File: src/rtl/cla4_df.sv
// cla4_df: registered carry-lookahead adder built from 4-bit lookahead
// groups chained through a second-level lookahead over group P/G.
// Ports: clk, rst (sync, active-high), a, b, cin -> sum, cout, pg, gg
// (all outputs registered, one-cycle latency, no handshake).
module cla4_df #(
    parameter int WIDTH = 4
) (
    input  logic             clk,
    input  logic             rst,
    input  logic [WIDTH-1:0] a,
    input  logic [WIDTH-1:0] b,
    input  logic             cin,
    output logic [WIDTH-1:0] sum,
    output logic             cout,
    output logic             pg,
    output logic             gg
);

    localparam int NG = WIDTH / 4;

    logic [WIDTH-1:0] g;
    logic [WIDTH-1:0] p;
    logic [WIDTH-1:0] s;
    logic [NG-1:0]    gp;
    logic [NG-1:0]    ggn;
    logic [NG:0]      gc;
    logic             gg_c;

    assign g = a & b;
    assign p = a ^ b;

    for (genvar k = 0; k < NG; k++) begin : grp
        logic [3:0] gi;
        logic [3:0] pi;
        logic [3:0] ci;

        assign gi    = g[4*k +: 4];
        assign pi    = p[4*k +: 4];
        assign ci[0] = gc[k];
        assign ci[1] = gi[0]
                     | (pi[0] & ci[0]);
        assign ci[2] = gi[1]
                     | (pi[1] & gi[0])
                     | (pi[1] & pi[0] & ci[0]);
        assign ci[3] = gi[2]
                     | (pi[2] & gi[1])
                     | (pi[2] & pi[1] & gi[0])
                     | (pi[2] & pi[1] & pi[0] & ci[0]);

        assign s[4*k +: 4] = pi ^ ci;

        assign gp[k]  = &pi;
        assign ggn[k] = gi[3]
                      | (pi[3] & gi[2])
                      | (pi[3] & pi[2] & gi[1])
                      | (pi[3] & pi[2] & pi[1] & gi[0]);
    end

    // Second level: each group carry-in is a flat sum of products over
    // the lower groups' G terms (masked by the intervening P terms) plus
    // cin masked by all lower P terms, so no carry ripples between groups.
    always_comb begin
        logic acc;
        logic prod;
        gc    = '0;
        gc[0] = cin;
        gg_c  = 1'b0;
        for (int k = 1; k <= NG; k++) begin
            acc  = 1'b0;
            prod = 1'b1;
            for (int j = k - 1; j >= 0; j--) begin
                acc  = acc | (ggn[j] & prod);
                prod = prod & gp[j];
            end
            gc[k] = acc | (prod & cin);
            if (k == NG) begin
                gg_c = acc;
            end
        end
    end

    always_ff @(posedge clk) begin
        if (rst) begin
            sum  <= '0;
            cout <= 1'b0;
            pg   <= 1'b0;
            gg   <= 1'b0;
        end else begin
            sum  <= s;
            cout <= gc[NG];
            pg   <= &p;
            gg   <= gg_c;
        end
    end

endmodule

File: config.mk
export PLATFORM = sky130hd
export DESIGN_NAME = cla4_df
export DESIGN_NICKNAME = d
export VERILOG_FILES = /design/src/rtl/cla4_df.sv
export SDC_FILE = /design/constraint.sdc
export NUM_CORES = 1
export LEC_CHECK = 0
export ABC_AREA = 1
export BUFFER_PORTS_ARGS = -buffer_cell sky130_fd_sc_hd__buf_2
export CAP_MARGIN = 20
export CORE_AREA = 2 2 39 41
export DETAILED_ROUTE_END_ITERATION = 10
export DIE_AREA = 0 0 41 43
export GPL_ROUTABILITY_DRIVEN = 0
export PLACE_DENSITY_LB_ADDON = 0.1
export REMOVE_ABC_BUFFERS = 1
export SLEW_MARGIN = 25
export SYNTH_ARGS = -nofsm -noshare
export SYNTH_HDL_FRONTEND = slang
export SYNTH_SLANG_ARGS = --single-unit
File: constraint.sdc
create_clock -name clk -period 2.7 [get_ports clk]
set_clock_uncertainty 0.1 [all_clocks]
set_input_delay 0.27 -clock clk [delete_from_list [all_inputs] [get_ports clk]]
set_output_delay 0.27 -clock clk [all_outputs]
set_load 0.005 [all_outputs]
==> results_dict.tcl, run 1 <==
set metrics [dict create \
    synth_common_cells "11 x nand2_1, 8 x inv_1, 7 x dfxtp_1, 7 x nor2_1, 4 x ha_1" \
    synthCells 48 \
    cp_top_family "simple AND/OR/NAND/NOR gates" \
    yosys_warnings 0 \
    async_flop_share_pct 0 \
    dr.first_iter.drc_count 1 \
    synth_seq_cells 7 \
    synth_top_family_by_area "simple AND/OR/NAND/NOR gates" \
    cts_sinks 7 \
    crit_top_cell "nand2_1" \
    htree_levels 1 \
    finalSetupViolations 0 \
    synth_compound_area_share_pct 4.07 \
    route.vias.total 350 \
    grt_usage_pct 9.44 \
    p_leak_nw 0.292 \
    layout.nets 86 \
    yosys.cell_count.top_type "nand2_1" \
    syn_to_final_growth_pct 35.6 \
    die_y_um 43 \
    hold_buffers 0 \
    drive_gt1_share_pct 30.4 \
    cts_setup_buffers 0 \
    cts_tree "yes" \
    netlist_top_cells_area "dfxtp_1 38%, ha_1 14%, nand2_1 11%" \
    synth_edf_count 0 \
    peakVddDrop_mv 0.147 \
    cts_max_path_buffers 2 \
    grt_pass1_wl_um 1110 \
    path_clk_slew_ns 0.05 \
    synth-adder-area-share_pct 19.0 \
    crit_chain "buf_2, ha_1, or2_0, nand2_1, nand3_1, nand2_1, nor2_1" \
    hold_viol 0 \
    fin_crit_sh_pct 42.4 \
    via_per_inst 4.12 \
    rsz0062_at_grt "no" \
    ant_nets 0 \
    crit_path_end_kind "register" \
    slew_headroom_pct 88.5 \
    postRouteWirelength_um 656 \
    max_freq_mhz 873 \
    netlist_area_um2 369 \
    cts-resized-gates 0 \
    ys.flop_type "dfxtp_1" \
    drv_cap 0 \
    first_pass_iters 2 \
    slew_viol_final 0 \
    grt_overflow_total 0 \
    critPathBufInv 1 \
    port_buffers 17 \
    coreArea_um2 1380 \
    tightest_slew_ns 0.172 \
    cpPeakStageDelay_ns 0.36 \
    p_total_w 0.000266 \
    start_util_pct 26.7 \
    fin_tns_setup_ns 0 \
    diodes 0 \
    cts-buffers-inserted 3 \
    min_period_ns 1.15 \
    netlist.area_leader.share_pct 38.0 \
    worstSetupPathType "in2reg" \
    wl_per_cell_um 7.72 \
    cp-start-kind "primary input" \
    synth_xor_area_share_pct 2.37 \
    cp_slowest_cell "ha_1" \
    critPathMaxFanout 6 \
    worstPathArrival_ns 1.18 \
    io_pins 18 \
    placementRows 14 \
    cp.required_ns 2.74 \
    synth.largest_area_cell "dfxtp_1" \
    synth_mux_area_share_pct 0 \
    cts_root_buf "clkbuf_4" \
    outcome "completed" \
    hold_path_class "in2reg" \
    drc 0 \
    dp_hpwl_um 568 \
    avgSynthCellArea_um2 7.69 \
    grt_antenna_before_repair 0 \
    seq_area_frac_synth_pct 38.0 \
    power_per_cell_area_nw_per_um2 531 \
    dieArea_um2 1760 \
    grt_max_degree 7 \
    grt_pass1_vias 294 \
    synthSimpleGateAreaFrac_pct 28.5 \
    die_w_um 41 \
    synth_cell_types 14 \
]
## through the flow
stage	cell area, um^2	instances	util [%]	setup slack [ns]	hold WS, ns
6_report	500	85	36.2	1.55	0.129
5_1_grt	500	85	36.2	1.48	0.135
4_1_cts	500	85	36.2	1.57	0.123
3_5_place_dp	474	81	34.3	1.31	0.385
3_3_place_gp	474	81	34.3	1.30	0.381
2_1_floorplan	369	48	-	1.47	0.237
## kinds of logic after synthesis
logic type | count (synthesis)
simple gates | 24
buf+inv | 8
flops | 7
fa+ha+maj | 5
compound gates | 3
xor+xnor | 1
## state kept, by name, indices dropped and copies added (netlist names)
name	cells
cout	1
gg	1
pg	1
sum	4
## final timing paths
kind,start,endpoint,slack (ns),cells after the start
setup / recovery,a[2],sum[3],1.55,7
hold / removal,rst,sum[0],0.13,2
## metal layers
metal	wire length [um]	track usage, %	vias up
met1	297	11.3	143
met2	298	13.8	13
met4	0	8.00	0
li1	-	-	194
met5	0	0	-
met3	60	1.57	0
## layout by cell type (no fill, tap or decap), drive strengths merged, types with 2 or more instances in the layout
cell type | Yosys | layout
dfxtp | 7 | 7
ha | 4 | 4
nor3 | 2 | 2
nor2 | 7 | 7
inv | 8 | 8
buf | 0 | 17
nand2 | 11 | 11
nand3 | 2 | 2
clkbuf | 0 | 4
a21oi | 2 | 2
## final cells by class
type                       count  area, um^2
clock buffer                   4        26.3
fill                         156         883
inverter                       8        30.0
timing repair buffer          17        85.1
multi-input combinational     33         199
sequential                     7         140
tap                           16        20.0
## power breakdown
| group | internal [W] | switching (W) |
|---|---|---|
| combinational | 0.0000279 | 0.0000322 |
| clock | 0.0000561 | 0.0000343 |
| sequential | 0.000113 | 0.00000174 |
| total | 0.000198 | 0.0000682 |
No activity file was read; power rests on OpenSTA's default activity.
==> inputs of run 2 (changes only) <==
==> constraint.sdc (replaced) <==
create_clock -name clk -period 1 [get_ports clk]
set_clock_uncertainty 0.1 [all_clocks]
set_input_delay 0.1 -clock clk [delete_from_list [all_inputs] [get_ports clk]]
set_output_delay 0.1 -clock clk [all_outputs]
set_load 0.005 [all_outputs]
==> run 2 against run 1 <==
Compared with the run above: hold slack worse by 0.069 ns; via count is 5.1% higher; worst setup slack got worse by 1.5 ns; global-route usage grew 0.90 points; total power grew to 2.9 times the previous value; routed wire length is 5.6% higher; combinational power increased to 3.3 times the previous value; first-iteration DRC count fell by 100%; design area grew 12%; non-clock buffer count grew 4; sequential cell count stayed put; critical path depth unchanged; largest power group unchanged.
==> results_dict.tcl, run 2 (synthesized netlist as in run 1, its figures left out) <==
set metrics [dict create \
    cts_max_path_buffers 2 \
    min_period_ns 0.923 \
    first_pass_iters 1 \
    final_cell_mix "16 x buf_2, 10 x nand2_1, 8 x inv_1" \
    fin_util_pct 40.6 \
    dp_hpwl_um 627 \
    outcome "completed" \
    cts_root_buf "clkbuf_4" \
    cp-start-kind "primary input" \
    via_per_inst 4.13 \
    cts_tree "yes" \
    start_util_pct 26.7 \
    cp.required_ns 1.04 \
    critPathBufInv 1 \
    path_clk_slew_ns 0.05 \
    die_y_um 43 \
    crit_cells 7 \
    hold_viol 0 \
    max_freq_mhz 1080 \
    grt_antenna_before_repair 0 \
    largest_reg_flops 4 \
    fin_ws_ns 0.0766 \
    rsz0062_at_grt "no" \
    wl_per_cell_um 7.79 \
    drc 0 \
    placementRows 14 \
    postRouteWirelength_um 693 \
    fin_crit_sh_pct 92.3 \
    final_cells 89 \
    power_per_cell_area_nw_per_um2 1350 \
    dr.first_iter.drc_count 0 \
    tightest_slew_ns 0.209 \
    whs_ns 0.0600 \
    postLayoutCellArea_um2 562 \
    crit_path_end_kind "register" \
    p_leak_nw 0.325 \
    slew_viol_final 0 \
    place_area_um2 504 \
    cts-buffers-inserted 3 \
    top_register "sum" \
    grt_pass1_wl_um 1150 \
    route.vias.total 368 \
    coreArea_um2 1380 \
    crit_chain "buf_2, ha_1, or2_0, nand2_1, nand3_1, nand2_1, nor2_1" \
    cp_top_family "simple AND/OR/NAND/NOR gates" \
    hold_depth 4 \
    diodes 0 \
    worstSetupPathType "in2reg" \
    layout_commonest_cell "buf_2" \
    critPathMaxFanout 3 \
    syn_to_final_growth_pct 52.2 \
    grt_overflow_total 0 \
    dieArea_um2 1760 \
    io_pins 18 \
    dpl_worst_slack_ns -0.184 \
    cpPeakStageDelay_ns 0.32 \
    die_w_um 41 \
    grt_pass1_vias 319 \
    cp_slowest_cell "ha_1" \
    placed_cells 85 \
    drv_cap 0 \
    layout.nets 90 \
    slew_headroom_pct 86.1 \
    ant_nets 0 \
    hold_path_class "in2reg" \
    grt_max_degree 5 \
    port_buffers 17 \
    htree_levels 1 \
    grt_usage_pct 10.3 \
    cts_sinks 7 \
    peakVddDrop_mv 0.373 \
    drive_gt1_share_pct 37.0 \
    crit_top_cell "nand2_1" \
    cts_setup_buffers 0 \
    finalSetupViolations 0 \
    worstPathArrival_ns 0.96 \
]
-- run 2: cell types whose count changed in the layout (fill, tap and decap cells not counted), sizes merged --
cell,delta
buf,+3
dlymetal6s4s,+1
-- run 2: repair_timing --
item / 4_1_cts / 5_1_grt
resized for setup: 0 / 5
endpoints found under the setup margin: 0 / 2
hold endpoints to repair: 3 / 0
hold buffers: 1 / 0
-- run 2: through the flow --
| step | power, W | TNS, ns |
|---|---|---|
| after floorplan | 0.000416 | -0.0840 |
| after global placement | 0.000498 | -0.862 |
| after detailed placement | 0.000501 | -0.860 |
| final | 0.000757 | 0 |
| after CTS | 0.000760 | 0 |
| after global routing | 0.000822 | 0 |
-- run 2: path summary, 6_finish.rpt --
path | from | endpoint | slack [ns]
hold / removal | cin | cout | 0.06
setup / recovery | a[2] | sum[3] | 0.08
-- run 2: per-layer routing --
layer  vias up  global-route usage [%]  wire length, um
met4         0                    10.0               17
met2        15                    15.3              316
met1       152                    10.6              295
met5         -                       0                0
met3         2                    3.14               63
li1        199                       -                -
-- run 2: area by class of cell --
type | instances | area (um^2)
Clock buffer | 4 | 26.3
Fill cell | 166 | 822
Inverter | 8 | 30.0
Multi-Input combinational cell | 33 | 223
Sequential cell | 7 | 140
Tap cell | 16 | 20.0
Timing Repair Buffer | 21 | 123
-- run 2: report_power, final --
part	leakage [nW]	total, W	switching [W]	internal, W
combinational	0.252	0.000197	0.0000985	0.0000986
clock	0.0150	0.000249	0.0000972	0.000152
sequential	0.0581	0.000311	0.00000489	0.000306
==> inputs of run 3 (changes only) <==
--- a/config.mk
+++ b/config.mk
@@ -13,6 +13,7 @@
 export DIE_AREA = 0 0 41 43
 export GPL_ROUTABILITY_DRIVEN = 0
 export PLACE_DENSITY_LB_ADDON = 0.1
+export RECOVER_POWER = 50
 export REMOVE_ABC_BUFFERS = 1
 export SLEW_MARGIN = 25
 export SYNTH_ARGS = -nofsm -noshare
==> run 3 against run 2 <==
Compared with the run above: first-iteration DRC count is the same; worst setup slack is essentially flat; design area shrank 0.67%; sequential cell count is the same; combinational power is essentially flat; routed wire length grew 0.43%; critical path type unchanged; largest cell class unchanged; global-route usage is the same; total power shrank 0.28%; hold slack is essentially flat.
==> results_dict.tcl, run 3 (synthesized netlist as in run 1, its figures left out) <==
set metrics [dict create \
    slew_headroom_pct 86.1 \
    power_per_cell_area_nw_per_um2 1350 \
    dr.first_iter.drc_count 0 \
    grt_overflow_total 0 \
    final_cell_mix "13 x buf_2, 10 x nand2_1, 8 x inv_1" \
    p_total_w 0.000755 \
    placementRows 14 \
    dp_hpwl_um 627 \
    drv_cap 0 \
    fill_cells 168 \
    grt_pass1_vias 319 \
    dpl_worst_slack_ns -0.184 \
    grt_antenna_before_repair 0 \
    fin_crit_sh_pct 92.3 \
    cts_sinks 7 \
    cp_top_family "simple AND/OR/NAND/NOR gates" \
    cts_tree "yes" \
    cpPeakStageDelay_ns 0.32 \
    slew_viol_final 0 \
    max_freq_mhz 1080 \
    cts-buffers-inserted 3 \
    cts_setup_buffers 0 \
    via_per_inst 4.13 \
    crit_top_cell "nand2_1" \
    critPathMaxFanout 3 \
    wl_per_cell_um 7.82 \
    fin_ws_ns 0.0766 \
    die_w_um 41 \
    cts_max_path_buffers 2 \
    layout.nets 90 \
    grt_usage_pct 10.3 \
    drive_gt1_share_pct 32.9 \
    crit_path_end_kind "register" \
    route.vias.total 368 \
    postRouteWirelength_um 696 \
    place_area_um2 504 \
    min_period_ns 0.923 \
    start_util_pct 26.7 \
    layout_commonest_cell "buf_2" \
    drc 0 \
    crit_chain "buf_2, ha_1, or2_0, nand2_1, nand3_1, nand2_1, nor2_1" \
    cp_slowest_cell "ha_1" \
    cp.required_ns 1.04 \
    ant_nets 0 \
    grt_pass1_wl_um 1150 \
    critPathBufInv 1 \
    largest_reg_flops 4 \
    outcome "completed" \
    tightest_slew_ns 0.209 \
    port_buffers 17 \
    rsz0062_at_grt "no" \
    grt_max_degree 5 \
    top_register "sum" \
    path_clk_slew_ns 0.05 \
    worstSetupPathType "in2reg" \
    whs_ns 0.0600 \
    p_leak_nw 0.315 \
    die_y_um 43 \
    crit_cells 7 \
    cp-start-kind "primary input" \
    postLayoutCellArea_um2 558 \
    htree_levels 1 \
    syn_to_final_growth_pct 51.2 \
    finalSetupViolations 0 \
    coreArea_um2 1380 \
    diodes 0 \
    dieArea_um2 1760 \
    hold_path_class "in2reg" \
    io_pins 18 \
    cts_root_buf "clkbuf_4" \
    worstPathArrival_ns 0.96 \
    peakVddDrop_mv 0.372 \
    first_pass_iters 1 \
    hold_depth 4 \
    hold_viol 0 \
]
-- run 3: changes by cell type in the layout (fill, tap and decap cells not counted) --
cell	delta
buf_2	-3
clkbuf_1	+3
-- run 3: repair_timing --
| item | CTS | global route |
|---|---|---|
| hold buffers | 1 | 0 |
| hold endpoints to repair | 3 | 0 |
| setup endpoints to repair | 0 | 2 |
| resized for setup | 0 | 5 |
-- run 3: per-stage QoR --
stage | TNS [ns] | std cells | util, %
4_1_cts | 0 | 90 | 39.1
5_1_grt | 0 | 89 | 40.3
3_5_place_dp | -0.860 | 85 | 36.4
2_1_floorplan | -0.0840 | 48 | -
6_report | 0 | 89 | 40.3
3_3_place_gp | -0.862 | 85 | 36.4
-- run 3: worst min-delay path, cell delays in order --
cell and delay (ns):
buf_2 0.09, buf_4 0.10, nand2_1 0.04, nand2_1 0.05
-- run 3: path summary, 6_finish.rpt --
path                  from     end  slack, ns
worst min-delay path   cin    cout       0.06
worst max-delay path  a[2]  sum[3]       0.08
-- run 3: power breakdown --
group | leakage (nW) | switching (W) | internal (W) | total (W)
registers | 0.0581 | 0.00000517 | 0.000306 | 0.000312
clock network | 0.0150 | 0.0000972 | 0.000152 | 0.000249
logic | 0.242 | 0.0000985 | 0.0000961 | 0.000195
total | 0.315 | 0.000201 | 0.000554 | 0.000755
-- run 3: final cells by class --
| class | instances | area, um^2 | area share (%) |
|---|---|---|---|
| Tap cell | 16 | 20.0 | 3.59 |
| Timing Repair Buffer | 21 | 119 | 21.3 |
| Inverter | 8 | 30.0 | 5.38 |
| Multi-Input combinational cell | 33 | 223 | 39.9 |
| Sequential cell | 7 | 140 | 25.1 |
| Clock buffer | 4 | 26.3 | 4.71 |
-- run 3: routing by layer --
metal	global-route usage, %	vias to the layer above	routed length [um]
li1	-	199	-
met1	10.6	152	295
met2	15.3	15	317
met3	3.14	2	65
met4	10.0	0	17
met5	0	-	0
